[src/rtl/ysyx_24090003_pkg.sv]
`default_nettype none
// ============================================================================
//  Module      : ysyx_24090003_pkg
//  Description : Shared types and constants for the ysyx_24090003 core slice.
//                Holds the IFU state encoding, bus widths, the default reset
//                PC and the canonical RV32I NOP (addi x0, x0, 0).
//  Revision    : 1.0  initial release
// ============================================================================
package ysyx_24090003_pkg;

    localparam int          INST_W           = 32;
    localparam int          ADDR_W           = 32;
    localparam logic [31:0] DEFAULT_RESET_PC = 32'h8000_0000;
    localparam logic [31:0] NOP              = 32'h0000_0013;

    // Fetch unit states. S_HALT is terminal until reset.
    typedef enum logic [1:0] {
        S_REQ  = 2'd0,
        S_WAIT = 2'd1,
        S_OUT  = 2'd2,
        S_HALT = 2'd3
    } ifu_state_t;

    // Instruction addresses must be word aligned.
    function automatic logic is_misaligned(input logic [ADDR_W-1:0] addr);
        return addr[1:0] != 2'b00;
    endfunction

endpackage : ysyx_24090003_pkg
`default_nettype wire

[src/rtl/ysyx_24090003_ifu.sv]
`default_nettype none
// ============================================================================
//  Module      : ysyx_24090003_ifu
//  Description : Instruction fetch unit. Holds the architectural PC, keeps at
//                most one fetch outstanding on the imem request channel and
//                hands {inst, pc} to decode over a valid/ready handshake.
//                Accepts PC redirects from execute and latches a sticky fault
//                on bus error, misaligned redirect or fetch timeout.
//  Ports       : cpu_clk / cpu_rst         clock, synchronous active-high reset
//                imem_req_*                fetch request channel (addr = pc)
//                imem_resp_*               fetch response (data, err)
//                ifu_valid/ready/inst/pc   instruction output to decode
//                redirect_valid/pc         PC change request from execute
//                fetch_fault               sticky fault, cleared by reset only
//  Revision    : 1.0  initial release
// ============================================================================
module ysyx_24090003_ifu
    import ysyx_24090003_pkg::*;
#(
    parameter logic [31:0] RESET_PC    = DEFAULT_RESET_PC,
    parameter int          TIMEOUT_CYC = 1024
) (
    input  logic               cpu_clk,
    input  logic               cpu_rst,

    output logic               imem_req_valid,
    input  logic               imem_req_ready,
    output logic [ADDR_W-1:0]  imem_req_addr,
    input  logic               imem_resp_valid,
    input  logic [INST_W-1:0]  imem_resp_data,
    input  logic               imem_resp_err,

    output logic               ifu_valid,
    input  logic               ifu_ready,
    output logic [INST_W-1:0]  ifu_inst,
    output logic [ADDR_W-1:0]  ifu_pc,

    input  logic               redirect_valid,
    input  logic [ADDR_W-1:0]  redirect_pc,

    output logic               fetch_fault
);

    // A zero timeout disables the watchdog; keep the counter at least 1 bit.
    localparam int WDT_W = (TIMEOUT_CYC > 0) ? $clog2(TIMEOUT_CYC + 1) : 1;
    localparam logic [WDT_W-1:0] c_wdt_last = WDT_W'(TIMEOUT_CYC - 1);

    ifu_state_t         r_state;
    logic [ADDR_W-1:0]  r_pc;
    logic               r_kill;
    logic [INST_W-1:0]  r_inst;
    logic [WDT_W-1:0]   r_wdt;

    ifu_state_t         w_state_nxt;
    logic [ADDR_W-1:0]  w_pc_nxt;
    logic               w_kill_nxt;
    logic [INST_W-1:0]  w_inst_nxt;
    logic [WDT_W-1:0]   w_wdt_nxt;

    logic               w_redir_bad;
    logic               w_redir_ok;
    logic               w_req_fire;
    logic               w_out_fire;
    logic               w_timeout;

    assign w_redir_bad = redirect_valid && is_misaligned(redirect_pc);
    assign w_redir_ok  = redirect_valid && !is_misaligned(redirect_pc);
    assign w_req_fire  = (r_state == S_REQ) && imem_req_ready;
    assign w_out_fire  = (r_state == S_OUT) && ifu_ready;
    assign w_timeout   = (TIMEOUT_CYC != 0) && (r_wdt == c_wdt_last);

    // Outputs depend on registered state only.
    assign imem_req_valid = (r_state == S_REQ);
    assign imem_req_addr  = r_pc;
    assign ifu_valid      = (r_state == S_OUT);
    assign ifu_inst       = r_inst;
    assign ifu_pc         = r_pc;
    assign fetch_fault    = (r_state == S_HALT);

    always_ff @(posedge cpu_clk) begin
        if (cpu_rst) begin
            r_state <= S_REQ;
            r_pc    <= RESET_PC;
            r_kill  <= 1'b0;
            r_inst  <= '0;
            r_wdt   <= '0;
        end else begin
            r_state <= w_state_nxt;
            r_pc    <= w_pc_nxt;
            r_kill  <= w_kill_nxt;
            r_inst  <= w_inst_nxt;
            r_wdt   <= w_wdt_nxt;
        end
    end

    always_comb begin
        w_state_nxt = r_state;
        w_pc_nxt    = r_pc;
        w_kill_nxt  = r_kill;
        w_inst_nxt  = r_inst;
        w_wdt_nxt   = r_wdt;

        case (r_state)
            S_REQ: begin
                if (w_req_fire) begin
                    w_state_nxt = S_WAIT;
                    w_wdt_nxt   = '0;
                    // The old request is already in flight; its response
                    // must be discarded when it arrives.
                    if (w_redir_ok) begin
                        w_kill_nxt = 1'b1;
                        w_pc_nxt   = redirect_pc;
                    end
                end else if (w_redir_ok) begin
                    w_pc_nxt = redirect_pc;
                end
            end

            S_WAIT: begin
                w_wdt_nxt = r_wdt + WDT_W'(1);
                if (imem_resp_valid) begin
                    if (w_redir_ok) begin
                        // Response and redirect together: drop the data and
                        // refetch from the new target straight away.
                        w_pc_nxt    = redirect_pc;
                        w_kill_nxt  = 1'b0;
                        w_state_nxt = S_REQ;
                    end else if (r_kill) begin
                        w_kill_nxt  = 1'b0;
                        w_state_nxt = S_REQ;
                    end else if (imem_resp_err) begin
                        w_state_nxt = S_HALT;
                    end else begin
                        w_inst_nxt  = imem_resp_data;
                        w_state_nxt = S_OUT;
                    end
                end else begin
                    if (w_redir_ok) begin
                        w_pc_nxt   = redirect_pc;
                        w_kill_nxt = 1'b1;
                    end
                    if (w_timeout) begin
                        w_state_nxt = S_HALT;
                    end
                end
            end

            S_OUT: begin
                // A redirect wins over a coinciding handshake; execute is
                // responsible for squashing the instruction decode took.
                if (w_redir_ok) begin
                    w_pc_nxt    = redirect_pc;
                    w_state_nxt = S_REQ;
                end else if (w_out_fire) begin
                    w_pc_nxt    = r_pc + 32'd4;
                    w_state_nxt = S_REQ;
                end
            end

            S_HALT: begin
                w_state_nxt = S_HALT;
            end

            default: begin
                w_state_nxt = S_HALT;
            end
        endcase

        // A misaligned target is fatal and never reaches the PC.
        if ((r_state != S_HALT) && w_redir_bad) begin
            w_state_nxt = S_HALT;
            w_pc_nxt    = r_pc;
        end
    end

endmodule : ysyx_24090003_ifu
`default_nettype wire

[config.mk]
export PLATFORM = sky130hd
export DESIGN_NAME = ysyx_24090003_ifu
export DESIGN_NICKNAME = d
export VERILOG_FILES = /design/src/rtl/ysyx_24090003_pkg.sv /design/src/rtl/ysyx_24090003_ifu.sv
export SDC_FILE = /design/constraint.sdc
export NUM_CORES = 1
export LEC_CHECK = 0
export ABC_CLOCK_PERIOD_IN_PS = 5500
export BUFFER_PORTS_ARGS = -buffer_cell sky130_fd_sc_hd__buf_2
export CAP_MARGIN = 5
export CORE_MARGIN = 1
export CORE_UTILIZATION = 50
export CTS_CLUSTER_DIAMETER = 40
export DETAILED_ROUTE_END_ITERATION = 8
export MAX_ROUTING_LAYER = met4
export PLACE_DENSITY = 0.83
export SYNTH_ARGS = -nofsm -noshare
export SYNTH_HDL_FRONTEND = slang
export SYNTH_SLANG_ARGS = --single-unit
export TNS_END_PERCENT = 5
[constraint.sdc]
create_clock -name cpu_clk -period 5.5 [get_ports cpu_clk]
set_clock_uncertainty 0.2 [all_clocks]
set_input_delay 0 -clock cpu_clk [delete_from_list [all_inputs] [get_ports cpu_clk]]
set_output_delay 0 -clock cpu_clk [all_outputs]
set_load 0.05 [all_outputs]
==> flow_metrics.env <==
export IMPL_ant_nets=0
export IMPL_yosysTopAreaCellShare_pct=37.76
export IMPL_grt_usage_pct=30.30
export IMPL_port_buffer_count=169
export IMPL_grt_pass1_wl_um=20250
export IMPL_via_per_inst=5.680
export IMPL_fmax_mhz=332.3
export IMPL_r2r_cells=7
export IMPL_die_width_um=92.94
export IMPL_worst_ep_required_time_ps=5580
export IMPL_cts_tree="done"
export IMPL_critPathArrivalTime_ps=3090
export IMPL_hold_path_depth=4
export IMPL_grt_start_max_net_pins=82
export IMPL_vias=4760
export IMPL_syn_nets=614
export IMPL_synthMuxAreaShare_pct=1.604
export IMPL_antenna_found_initial=0
export IMPL_synth_top_family_by_area="simple AND/OR/NAND/NOR gates"
export IMPL_wl_per_cell_um=15.26
export IMPL_tns_ps=0
export IMPL_synth_area_leaders="dfxtp_1, nand2_1, a21oi_1, buf_4, nor2_1"
export IMPL_ys_flop_type="dfxtp_1"
export IMPL_synth_compound_area_share_pct=20.51
export IMPL_ios=170
export IMPL_yosysTopAreaCell="dfxtp_1"
export IMPL_ys_types=55
export IMPL_initial_core_util_pct=52.69
export IMPL_drive_gt1_share_pct=27.45
export IMPL_fin_crit_sh_pct=54.71
export IMPL_clock_path_buffers=2
export IMPL_yosysWarnings=0
export IMPL_clkSinkCount=78
export IMPL_synth_cells=541
export IMPL_pwr_density_cell_nw_per_um2=249.5
export IMPL_grt_pass1_vias=4403
export IMPL_die_h_um=92.94
export IMPL_rows=32
export IMPL_clockRootBuffer="clkbuf_8"
export IMPL_synth_seq_cells=78
export IMPL_p_leak_uw=0.002387
export IMPL_synthAdderAreaFrac_pct=0.6051
export IMPL_yosys_area_share_simple_pct=28.93
export IMPL_hold_path_class="in -> reg"
export IMPL_vdd_drop_max_mv=0.1918
export IMPL_ys_async_sr_fraction_pct=0
export IMPL_drt_iter0_drc=421
export IMPL_final_core_util_pct=72.19
export IMPL_n_antenna_cell=0
export IMPL_rsz0062_at_grt="no"
export IMPL_hold_violations=0
export IMPL_drc=0
export IMPL_cp_start_kind="register"
export IMPL_clk_latency_ps=340
export IMPL_worst_pin_slew_ps=1051
export IMPL_worstSetupPathType="reg -> reg"
export IMPL_cts_max_level=3
export IMPL_area_delta_synth_final_pct=37.00
export IMPL_synth_enable_flop_cells=0
export IMPL_synth_xor_xnor_area_share_pct=0
export IMPL_crit_fanout=8
export IMPL_syn_area_um2=4135
export IMPL_nets=804
export IMPL_wl_um=12790
export IMPL_yosysSeqAreaShare_pct=37.76
export IMPL_place_gp_congestion=0.8871
export IMPL_clkTransAtPathRegs_ps=90
export IMPL_grt_ovfl_total=0
export IMPL_hpwl_um=7939
export IMPL_post_route_min_period_ps=3009
export IMPL_cap_violations=0
export IMPL_drtPass1Iterations=5
export IMPL_maxSlewHeadroom_pct=29.95
export IMPL_drv_slew=0
export IMPL_numCtsBuffers=9
export IMPL_fp_dieArea_um2=8638
export IMPL_avgSynthCellArea_um2=7.644
export IMPL_fp_coreArea_um2=7848
export IMPL_cp_end_kind="register"
export IMPL_status="completed"
export IMPL_finalSetupViolCount=0
cells in the final DEF (no fill, tap or decap), types with 2 or more instances in the layout:
cell / synthesis / final
nor4_1: 5 / 5
o21a_1: 5 / 5
nor2_1: 34 / 34
or3_1: 8 / 8
dlygate4sd3_1: 0 / 69
o31ai_1: 2 / 2
a21o_1: 4 / 4
clkbuf_8: 0 / 9
buf_2: 14 / 169
ha_1: 2 / 2
a31oi_1: 7 / 7
a211oi_1: 4 / 4
a41oi_1: 3 / 3
o31a_1: 3 / 3
and4_1: 4 / 4
or4_1: 7 / 7
o21ai_0: 19 / 19
and2_1: 6 / 6
inv_1: 12 / 12
a22oi_1: 4 / 4
nand4_1: 12 / 12
dfxtp_1: 78 / 78
nand3_1: 25 / 25
and3_1: 5 / 5
nor3b_1: 3 / 3
o211ai_1: 8 / 8
nor3_1: 13 / 13
buf_4: 32 / 5
o22ai_1: 2 / 2
a21oi_1: 62 / 62
nand2b_1: 5 / 5
mux2_2: 5 / 5
bufinv_16: 0 / 2
clkbuf_1: 16 / 2
nand2_1: 104 / 104
o32ai_1: 4 / 4
synth_stat cells (all sizes together) (5+ instances only):
library cell	instances
mux2	5
or3	8
nor2	34
nand4	12
nor3	14
nand3	25
nand2b	5
nor4	7
o21a	5
and3	5
clkbuf	16
or4	7
o21ai	21
buf	48
and2	6
a21oi	62
nand2	104
a31oi	7
dfxtp	78
inv	12
o211ai	8
timing repair:
item | CTS | global route
resized for setup | 0 | 0
endpoints found under the setup margin | 0 | 0
hold buffers | 69 | 0
buffers inserted | 0 | 0
endpoints found under the hold margin | 68 | 0
critical path, stage by stage, from the launching register on:
cell and delay (ps):
dfxtp_1 460, ha_1 260, nand4_1 260, nor2_1 220, nand3_1 270, or4_1 540
a31oi_1 170, dlygate4sd3_1 570
flip-flops by register name, indices dropped and copies added (netlist names):
| name | flops |
|---|---|
| ifu_inst | 32 |
| ifu_pc | 32 |
| r_kill | 1 |
| r_state | 2 |
| r_wdt | 11 |
metrics by stage:
step	setup slack [ps]	cells	power, uW	hold WS (ps)	area, um^2
floorplan	3074	541	851.5	-103.4	4135
global placement	2945	753	909.3	40.97	4762
detailed placement	2919	753	914.0	46.65	4762
CTS	2574	838	1412	1.808	5665
global route	2335	838	1473	31.32	5665
finish	2491	838	1413	12.31	5665
power by group:
group,switching (uW),internal [uW]
logic,220,111
registers,30.0,586
clock network,209,257
total,459,954
final cells by class:
class                   count  area [um^2]
fillers                   612         2182
multi-input cells         387         2145
repair buffers            243         1574
flip-flops and latches     78         1562
clock buffers              11        131.4
well taps                 102        127.6
clock inverters             5        81.33
inverters                  12        45.04
routing by layer:
layer	global-route usage, %	wire length, um	vias up
li1	-	-	2277
met1	35.32	5043	2161
met2	49.33	6211	270
met3	6.076	1033	52
met4	15.64	502	0
met5	-	0	-
cells by family after synthesis:
family	Yosys count
flops	78
mux	6
simple gates	242
fa+ha+maj	2
buf+inv	76
compound gates	137
final timing paths:
path	startpoint	endpoint	slack, ps
min	redirect_pc[1]	ifu_pc[1]	10
max	ifu_pc[2]	ifu_pc[30]	2490
min reg2reg	ifu_inst[10]	ifu_inst[10]	260
max reg2reg	ifu_pc[2]	ifu_pc[30]	2490
(Power assumes the default switching activity.)
